--- config.mk ---
export PLATFORM = sky130hd
export DESIGN_NAME = mantissa_shift_controller
export DESIGN_NICKNAME = d
export VERILOG_FILES = /design/src/rtl/mantissa_shift_controller_pkg.sv /design/src/rtl/mantissa_shift_controller_down.sv /design/src/rtl/mantissa_shift_controller.sv
export SDC_FILE = /design/constraint.sdc
export NUM_CORES = 1
export LEC_CHECK = 0
export CORE_MARGIN = 8
export CORE_UTILIZATION = 25
export CTS_BUF_LIST = sky130_fd_sc_hd__clkbuf_4
export DETAILED_ROUTE_END_ITERATION = 8
export PLACE_DENSITY = 0.65
export SYNTH_ARGS = -nofsm -noshare
export SYNTH_HDL_FRONTEND = slang
export SYNTH_SLANG_ARGS = --single-unit
export TNS_END_PERCENT = 1
--- constraint.sdc ---
create_clock -name Clk -period 5.2 [get_ports Clk]
set_clock_uncertainty 0.1 [all_clocks]
set_input_delay 1.04 -clock Clk [delete_from_list [all_inputs] [get_ports Clk]]
set_output_delay 1.04 -clock Clk [all_outputs]
set_load 0.01 [all_outputs]
--- src/rtl/mantissa_shift_controller_pkg.sv ---
// Shared encodings for the mantissa shift controller and its remaining-count counter.
// Latency: n/a (types and constants only).
// Backpressure: n/a.
package mantissa_shift_controller_pkg;

    localparam int MANT_W         = 24;
    localparam int MAX_NORM_SHIFT = 23;
    localparam int CNT_W          = 5;

    // Register select encodings driven on S
    localparam logic [1:0] SEL_HOLD  = 2'b00;
    localparam logic [1:0] SEL_RIGHT = 2'b01;
    localparam logic [1:0] SEL_LEFT  = 2'b10;
    localparam logic [1:0] SEL_LOAD  = 2'b11;

    typedef enum logic [1:0] {
        IDLE  = 2'b00,
        LOAD  = 2'b01,
        SHIFT = 2'b10,
        DONE  = 2'b11
    } state_t;

    // Any align amount past the mantissa width empties the register, so cap it there
    function automatic logic [CNT_W-1:0] clamp_shamt(input logic [CNT_W-1:0] amt);
        return (amt > CNT_W'(MANT_W)) ? CNT_W'(MANT_W) : amt;
    endfunction

endpackage

--- src/rtl/mantissa_shift_controller_down.sv ---
// Loadable down-counter tracking how many align shifts remain.
// Latency: load/decrement visible the cycle after the request; is_zero is combinational.
// Backpressure: none; decrement saturates at zero.
module shift_down_counter #(
    parameter int W = 5
) (
    input  logic         clk,
    input  logic         clear,
    input  logic         load,
    input  logic [W-1:0] load_val,
    input  logic         dec,
    output logic         is_zero
);

    logic [W-1:0] count;

    // Load wins over decrement; decrement never wraps below zero
    always_ff @(posedge clk) begin
        if (!clear) begin
            count <= '0;
        end else if (load) begin
            count <= load_val;
        end else if (dec && (count != '0)) begin
            count <= count - 1'b1;
        end
    end

    assign is_zero = (count == '0);

endmodule

--- src/rtl/mantissa_shift_controller.sv ---
// Sequences an external 24-bit shift register to align (right shift) or normalize (left shift) a mantissa.
// Latency: done pulses 3+n cycles after start (n = clamped align amount or normalize shift count).
// Backpressure: start is ignored while busy, including the done cycle.
module mantissa_shift_controller
    import mantissa_shift_controller_pkg::*;
(
    input  logic              Clk,
    input  logic              Clear,
    input  logic              start,
    input  logic              mode,
    input  logic [CNT_W-1:0]  shamt,
    input  logic [MANT_W-1:0] data_in,
    input  logic [MANT_W-1:0] A,
    output logic [1:0]        S,
    output logic [MANT_W-1:0] I,
    output logic              busy,
    output logic              done,
    output logic [CNT_W-1:0]  shift_count,
    output logic              sticky,
    output logic              zero
);

    state_t            state;
    state_t            state_nxt;
    logic              mode_q;
    logic [MANT_W-1:0] data_q;
    logic              accept;
    logic              dec;
    logic              cnt_zero;
    logic              norm_stop;

    // Only IDLE has busy low, so gating on the state is enough
    assign accept = (state == IDLE) && start;

    // Normalization stops on a set MSB, an empty register, or the shift cap
    assign norm_stop = A[MANT_W-1] || (A == '0) || (shift_count == CNT_W'(MAX_NORM_SHIFT));

    shift_down_counter #(.W(CNT_W)) u_remaining (
        .clk      (Clk),
        .clear    (Clear),
        .load     (accept),
        .load_val (clamp_shamt(shamt)),
        .dec      (dec),
        .is_zero  (cnt_zero)
    );

    // Next-state and register select decode
    always_comb begin
        state_nxt = state;
        S         = SEL_HOLD;
        dec       = 1'b0;
        case (state)
            IDLE: begin
                if (start) state_nxt = LOAD;
            end
            LOAD: begin
                S         = SEL_LOAD;
                state_nxt = SHIFT;
            end
            SHIFT: begin
                if (!mode_q) begin
                    if (cnt_zero) begin
                        state_nxt = DONE;
                    end else begin
                        S   = SEL_RIGHT;
                        dec = 1'b1;
                    end
                end else begin
                    if (norm_stop) state_nxt = DONE;
                    else           S         = SEL_LEFT;
                end
            end
            DONE: begin
                state_nxt = IDLE;
            end
            default: state_nxt = IDLE;
        endcase
    end

    assign I    = (S == SEL_LOAD) ? data_q : '0;
    assign done = (state == DONE);

    // State register
    always_ff @(posedge Clk) begin
        if (!Clear) state <= IDLE;
        else        state <= state_nxt;
    end

    // Captured operands and result flags; flags persist until the next accepted start
    always_ff @(posedge Clk) begin
        if (!Clear) begin
            mode_q      <= 1'b0;
            data_q      <= '0;
            busy        <= 1'b0;
            shift_count <= '0;
            sticky      <= 1'b0;
            zero        <= 1'b0;
        end else begin
            if (accept) begin
                mode_q      <= mode;
                data_q      <= data_in;
                busy        <= 1'b1;
                shift_count <= '0;
                sticky      <= 1'b0;
                zero        <= 1'b0;
            end
            if (state == DONE) busy <= 1'b0;
            if (S == SEL_RIGHT) begin
                shift_count <= shift_count + 1'b1;
                sticky      <= sticky | A[0];
            end
            if (S == SEL_LEFT) shift_count <= shift_count + 1'b1;
            if ((state == SHIFT) && mode_q && (A == '0)) zero <= 1'b1;
        end
    end

endmodule

# Word level (Yosys, flattened, before mapping)
# Cells that the tools add are included.
word_totals:
  reg_bits: 40
  in_bits: 57
  output_inout_bits: 35
  word_cells: 61
classes:
  n_addsub: 2
  n_lt_le_gt_ge: 1
  n_eq_ne: 10
  muxes: 22
  n_bitwise: 2
  reduce_logical: 16
ops:
  columns: ["op", "n"]
  rows:
  - ["$mux 5", 6]
  - ["$logic_not 24->1", 1]
  - ["$mux 24", 1]
  - ["$mux 2", 6]
  - ["$eq 2x2->1 const B", 4]
  - ["$pmux 2 s4", 1]
  - ["$mux 1", 7]
  - ["$ne 3x3->1 const B", 2]
  - ["$reduce_bool 2->1", 3]
  - ["$add 5x1->5 const B", 1]
  - ["$eq 5x5->1 const B", 1]
  - ["$gt 5x5->1 const B", 1]
  - ["$logic_not 5->1", 1]
  - ["$reduce_bool 5->1", 1]
  - ["$sub 5x1->5 const B", 1]
  - ["$eq 2x1->1 const B", 2]
  - ["$logic_and 1x1->1", 4]
  - ["$pmux 2 s2", 1]
  - ["$reduce_and 3->1", 1]
  - ["$reduce_bool 3->1", 1]
  - ["$logic_not 2->1", 1]
  - ["$logic_or 1x1->1", 2]
  - ["$ne 2x2->1 const B", 1]
  - ["$reduce_or 2->1", 1]
  - ["2 further kinds", 2]

# Depth between registers and ports, before layout
# Gate-level depths: netlist of run 1.
depth:
  ltp_word: 9
  mapped_depth: 8
  ltp_nobuf: 7

# Hierarchy
# From an unflattened synthesis of run 1, not the netlist that was laid out.
hier_totals:
  hier_cells: 260
  area_unflattened_um2: 2011.9
by_module_without_submodules:
  columns: ["mod", "instances", "cells_per_inst", "area_per_inst_um2", "seq_area_each_um2"]
  rows:
  - ["mantissa_shift_controller", 1, 223, 1712.9, 700.7]
  - ["shift_down_counter", 1, 37, 299.0, 100.1]

# Worst setup path after synthesis of run 1
# Ideal clock, no wire load.
synth_path:
  kind: "input to output"
  startpoint: "in A[12]"
  endpoint: "out S[1]"
  t_arrival_ps: 1933
  required_ps: 4060
  setup_slack_ps: 2127
  stages: 4
  n_path_buf: 0
  cell_sequence: "nor4_1 -> nand4_1 -> o21a_1 -> o21a_1"
synth_between:
  elab_chain_len: 6
synth_lines:
  columns: ["item", "line_no", "source"]
  rows:
  - ["start, declared", "mantissa_shift_controller.sv:13", "input logic [MANT_W-1:0] A,"]
  - ["$logic_not 24->1", "mantissa_shift_controller.sv:36", "assign norm_stop = A[MANT_W-1] || (A == '0) || (shift_count == CNT_W'(MAX_NORM_SHIFT));"]
  - ["$logic_or 1x1->1 (2 in a row)", "mantissa_shift_controller.sv:36", null]
  - ["$mux 2", "mantissa_shift_controller.sv:69", "if (norm_stop) state_nxt = DONE;"]
  - ["$mux 2", "mantissa_shift_controller.sv:61", "if (!mode_q) begin"]
  - ["$pmux 2 s2", "mantissa_shift_controller.sv:52", "case (state)"]
  - ["end, declared", "mantissa_shift_controller.sv:14", "output logic [1:0] S,"]
# Every way passes these cells.

# Worst setup path after layout of run 1
layout_path:
  startpoint: "in A[23]"
  endpoint: "out S[1]"
layout_between:
  elab_chain_len: 6
layout_lines:
  columns: ["item", "line_no"]
  rows:
  - ["$logic_not 24->1", "mantissa_shift_controller.sv:36"]
  - ["$logic_or 1x1->1 * (2 in a row)", "mantissa_shift_controller.sv:36"]
  - ["$mux 2 *", "mantissa_shift_controller.sv:69"]
  - ["$mux 2 *", "mantissa_shift_controller.sv:61"]
  - ["$pmux 2 s2 *", "mantissa_shift_controller.sv:52"]
# Mark *: on every way between the ends. The rest lies on a longest branch, timed or not.

==> results of run 1 <==
[how the worst min path moves through the flow]
stage | startpoint | endpoint | depth (start not counted)
detailed placement | data_q[16]$_SDFFE_PN0P_ | data_q[16]$_SDFFE_PN0P_ | 2
CTS | data_q[5]$_SDFFE_PN0P_ | data_q[5]$_SDFFE_PN0P_ | 2
floorplan | data_q[0]$_SDFFE_PN0P_ | data_q[0]$_SDFFE_PN0P_ | 2
global placement | data_q[20]$_SDFFE_PN0P_ | data_q[20]$_SDFFE_PN0P_ | 2
finish | data_q[5]$_SDFFE_PN0P_ | data_q[5]$_SDFFE_PN0P_ | 2
global route | data_q[14]$_SDFFE_PN0P_ | data_q[14]$_SDFFE_PN0P_ | 2
[flip-flops by register name, summed over array words and instances (netlist names)]
signal and flops:
mode_q 1, zero 1, data_q 24, u_remaining.count 5, sticky 1, busy 1, state 2, shift_count 5
[metrics by stage]
stage	hold WS [ns]	cells	util	worst slack (ns)
floorplan	0.332	247	-	2.13
global placement	0.338	428	0.388	1.13
detailed placement	0.343	428	0.388	1.13
CTS	0.359	433	0.392	1.12
global route	0.374	433	0.392	0.974
finish	0.355	433	0.392	1.12
[power by group through the flow]
stage	clock (mW)	combinational, mW	sequential (mW)
after floorplan	0	0.307	0.407
after global placement	0	0.481	0.412
after detailed placement	0	0.485	0.415
after CTS	0.147	0.487	0.407
after global routing	0.156	0.533	0.415
final	0.136	0.476	0.407
[cells by family after synthesis]
kind of cell               share of synthesized area
DFF                                            0.400
AOI/OAI and AO/OA                              0.153
xor gates and xnor gates                      0.0175
buffers and inverters                         0.0394
and+or+nand+nor                                0.334
adders and majority gates                     0.0563
[layer usage]
layer	wire length, um	vias up
li1	-	1012
met2	2940	42
met5	0	-
met3	280	6
met1	2730	920
met4	59	0
[final cells by class]
| class | instances | area [sq um] | area share |
|---|---|---|---|
| clock buffers | 5 | 37.5 | 0.0124 |
| well taps | 102 | 128 | 0.0421 |
| flip-flops and latches | 40 | 801 | 0.264 |
| multi-input cells | 188 | 1120 | 0.370 |
| repair buffers | 93 | 926 | 0.305 |
| inverters | 5 | 18.8 | 0.00619 |
[cells in the mapped netlist, types with 2 or more instances]
cell | instances | area, sq um
nand2_1 | 55 | 206
dfxtp_1 | 40 | 801
a21oi_1 | 31 | 155
and2_1 | 25 | 156
clkbuf_1 | 11 | 41.3
ha_1 | 9 | 113
nor4_1 | 8 | 50.1
nor2_1 | 7 | 26.3
nand3_1 | 6 | 30.0
inv_1 | 5 | 18.8
o211ai_1 | 5 | 37.5
nand4_1 | 4 | 25.0
o21a_1 | 4 | 30.0
nor3_1 | 3 | 15.0
xnor2_1 | 3 | 26.3
a22oi_1 | 2 | 15.0
a31oi_1 | 2 | 12.5
buf_1 | 2 | 7.51
nand2b_1 | 2 | 12.5
or3b_1 | 2 | 17.5
or4_1 | 2 | 15.0
[critical path, stage by stage]
cell and delay [ns]:
clkdlybuf4s50_1 0.48, nor4_1 0.25, nand4_1 0.22, o21a_1 0.28
o21a_1 0.19, clkdlybuf4s50_1 0.48
==> reports/metrics.cfg, run 1 <==
[clock_tree]
cts_tree = done
post_cts.resized_instances = 0
sinks_on_the_clock_net = 40
worst_setup_hold_path_clk_slew_ns = 0.10
postCtsSetupBuffers = 0
worst_skew_pair.late_latency_ns = 0.33
cts.root.buffer_cell = clkbuf_4
clock_tree.htree_level_count = 2
numCtsBuffers = 5
cts_stage_hold_buffer_count = 0
clk_path_buf_depth = 2

[placed_design]
post_dp_cell_area_sq_um = 3000
gp_congestion = 0.750
dpl.hpwl_um = 4560
portBuffers = 91

[pwr]
power.share.clock = 0.134
power_density_nw_per_um2 = 336
ir_worst_vdd_v = 0.000146
cellLeakagePower_nw = 1.08
share_seq_of_total_power = 0.400
comb_pwr_share = 0.467
power.total_mw = 1.02
power.internal_mw = 0.631
switching_power_as_a_share_of_total_power = 0.381
total_switching_power_mw = 0.388

[detailed_routing]
drc_marker_count_from_the_first_detailed_route_iteration = 46
finalWirelength_um = 6010
vias = 1980
drc = 0
postRouteAntennaNets = 0
drt_first_pass_iters = 4
avgViaCountPerCell = 4.57
routed_wire_length_per_instance_um = 13.9

[global_routing]
busiest_layer = met2
number_of_global_route_vias_before_repair = 1972
track_usage = 0.106
grt_max_degree = 27
grt_use_met3 = 0.0311
initial_antenna_violation_count = 0
grt_overflow_total = 0
first_pass_grt_wire_length_um = 9830
use_met2 = 0.185
use_met1 = 0.123

[worst_setup_path]
r2r.worst_path.cells = 7
criticalPathCategory = in2out
r2r-end = u_remaining.count[0]$_SDFFE_PN0P_
critical_path.startpoint_type = primary input
destination_of_the_critical_timing_path = S[1]
rr_startpoint = state[0]$_SDFFE_PN0P_
worstPathRequired_ns = 4.06
worstSetupStartpoint = A[23]
end_kind = output pin
cp_max_fo = 4
critPathArrivalTime_ns = 2.94
regToRegSetupSlack_ns = 2.89

[sta]
rsz0062_at_grt = false
final-hold-violation-count = 0
period_needed_ns = 4.08
setup_tns_final_ns = 0
fin_crit_sh = 0.785
max_slew.worst_pin.slew_ns = 0.961
slew_headroom = 0.360
maxSlewViolCount = 0
report.final.setup_viol = 0
max_freq_mhz = 245

[floorplanning]
initial_util = 0.259
design.die.area_sq_um = 11100
fp.dieW_um = 105
ioPinCount = 92
dieHeight_um = 105
core_area_sq_um = 7730
rows = 32

[finish]
final_common_cell = clkdlybuf4s50_1
layout_common_cells = clkdlybuf4s50_1, nand2_1, dfxtp_1
filler_cell_count = 775
flow.area_growth_from_synthesis_pct = 51.5
finish.instance_area_sq_um = 3030
insertedDiodeCount = 0
finish.net_count = 399
drive_gt1_frac = 0.0393

[hold_path]
holdCritPathClass = reg2reg

[synthesis]
netlist_area_sq_um = 2000
syn_area_per_cell_sq_um = 8.10
ys_seq_area_frac = 0.400
yosys_register_bits = 40
synth_cell_type_count = 40
synthesis.nets = 313
yosysWarningCount = 0
post_synth_inst_count = 247
synth_enable_flop_cells = 0
postSynth.topFlopCell = dfxtp_1
asyncSetResetFlopFracSynth = 0

[job]
cap_viol_max_count = 0

[outcome]
outcome = completed

No activity file was read; power rests on OpenSTA's default activity.
==> run 2, diff against run 1 <==
==> constraint.sdc (replaced) <==
create_clock -name Clk -period 4.2 [get_ports Clk]
set_clock_uncertainty 0.1 [all_clocks]
set_input_delay 0.84 -clock Clk [delete_from_list [all_inputs] [get_ports Clk]]
set_output_delay 0.84 -clock Clk [all_outputs]
set_load 0.01 [all_outputs]
==> reports/metrics.cfg, run 2 (synthesized netlist as in run 1, its figures left out) <==
[outcome]
outcome = completed

[worst_setup_path]
criticalPathCategory = in2out
critical_path.startpoint_type = primary input
end_kind = output pin
cp_max_fo = 4
worstPathRequired_ns = 3.26
critPathArrivalTime_ns = 2.76
crit_path_max_cell_delay_ns = 0.48
cp_slowest_cell = clkdlybuf4s50_1
timing.critical_path.cells = clkdlybuf4s50_1 -> nor4_1 -> nand4_1 -> o21a_1 -> o21a_1 -> clkdlybuf4s50_1

[floorplanning]
initial_util = 0.259
design.die.area_sq_um = 11100
fp.dieW_um = 105
ioPinCount = 92
core_area_sq_um = 7730
dieHeight_um = 105
rows = 32

[sta]
slew_headroom = 0.362
setup_tns_final_ns = 0
rsz0062_at_grt = false
max_freq_mhz = 270
max_slew.worst_pin.slew_ns = 0.957
fin_crit_sh = 0.881
final-hold-violation-count = 0
report.final.setup_viol = 0
timing.final.ws_setup_ns = 0.500
maxSlewViolCount = 0
period_needed_ns = 3.70

[clock_tree]
numCtsBuffers = 5
worst_skew_pair.late_latency_ns = 0.34
sinks_on_the_clock_net = 40
post_cts.resized_instances = 0
cts.root.buffer_cell = clkbuf_4
cts_tree = done
clock_tree.htree_level_count = 2
cts_stage_hold_buffer_count = 0
worst_setup_hold_path_clk_slew_ns = 0.12
clk_path_buf_depth = 2
postCtsSetupBuffers = 0

[detailed_routing]
finalWirelength_um = 5890
vias = 1947
drc = 0
postRouteAntennaNets = 0
routed_wire_length_per_instance_um = 13.5
drt_first_pass_iters = 4
avgViaCountPerCell = 4.47
drc_marker_count_from_the_first_detailed_route_iteration = 70

[job]
cap_viol_max_count = 0

[finish]
layoutNonFillerInstCount = 436
finish.net_count = 399
final_common_cell = clkdlybuf4s50_1
filler_cell_count = 797
insertedDiodeCount = 0
largest_registers = data_q: 24 flops, shift_count: 5 flops, u_remaining.count: 5 flops
layout_common_cells = clkdlybuf4s50_1, nand2_1, dfxtp_1
finish.instance_area_sq_um = 3050
regMostFlops = data_q
max_reg_flops = 24
drive_gt1_frac = 0.0449
flow.area_growth_from_synthesis_pct = 52.2

[pwr]
ir_worst_vdd_v = 0.000187
cellLeakagePower_nw = 1.09
power_density_nw_per_um2 = 417

[global_routing]
grt_overflow_total = 0
initial_antenna_violation_count = 0
first_pass_grt_wire_length_um = 10100
track_usage = 0.110
grt_max_degree = 27
number_of_global_route_vias_before_repair = 2014

[hold_path]
holdCritPathClass = reg2reg

[placed_design]
dp_slack_ns = 0.498
gp_congestion = 0.774
portBuffers = 91
dpl.hpwl_um = 4570
post_dp_cell_area_sq_um = 3000
post-place-cells = 428

## run 2: cell types whose count changed in the layout (fill, tap and decap cells not counted), sizes merged
cell,before,now
clkinv,0,3
## run 2: metal layers
metal  up-vias  routed length [um]  track usage
met1       880                2540        0.123
met5         -                   0            0
met4         0                  61       0.0194
met3         6                 381       0.0445
met2        42                2900        0.193
li1       1019                   -            -
## run 2: worst paths after layout
path	startpoint	to	slack, ns	depth (start not counted)
setup reg to reg	state[0]$_SDFFE_PN0P_	shift_count[4]$_SDFFE_PN0P_	1.98	7
hold reg to reg	data_q[5]$_SDFFE_PN0P_	data_q[5]$_SDFFE_PN0P_	0.36	2
setup / recovery	A[23]	S[1]	0.50	6
hold / removal	data_q[5]$_SDFFE_PN0P_	data_q[5]$_SDFFE_PN0P_	0.36	2
## run 2: area by class of cell
type / count / area (sq um) / area share
inverters: 5 / 18.8 / 0.00616
clock buffers: 5 / 37.5 / 0.0123
well taps: 102 / 128 / 0.0419
flip-flops and latches: 40 / 801 / 0.263
multi-input cells: 188 / 1120 / 0.368
repair buffers: 93 / 926 / 0.304
clock inverters: 3 / 13.8 / 0.00452
## run 2: power by group
group          internal (mW)  switching (mW)
Combinational          0.272           0.312
Sequential             0.454          0.0493
Clock                 0.0615           0.122
## run 2: stage by stage
stage                     power [mW]   util  hold WS [ns]
after floorplan                0.884      -         0.332
after global placement          1.10  0.388         0.338
after detailed placement        1.11  0.388         0.342
after CTS                       1.30  0.394         0.359
after global routing            1.40  0.394         0.376
final                           1.27  0.394         0.355
## run 2: worst max-delay path: cells and delay by family
kind,cells,cell delay [ns]
buf+inv,2,0.95
compound gates,2,0.48
simple gates,2,0.48
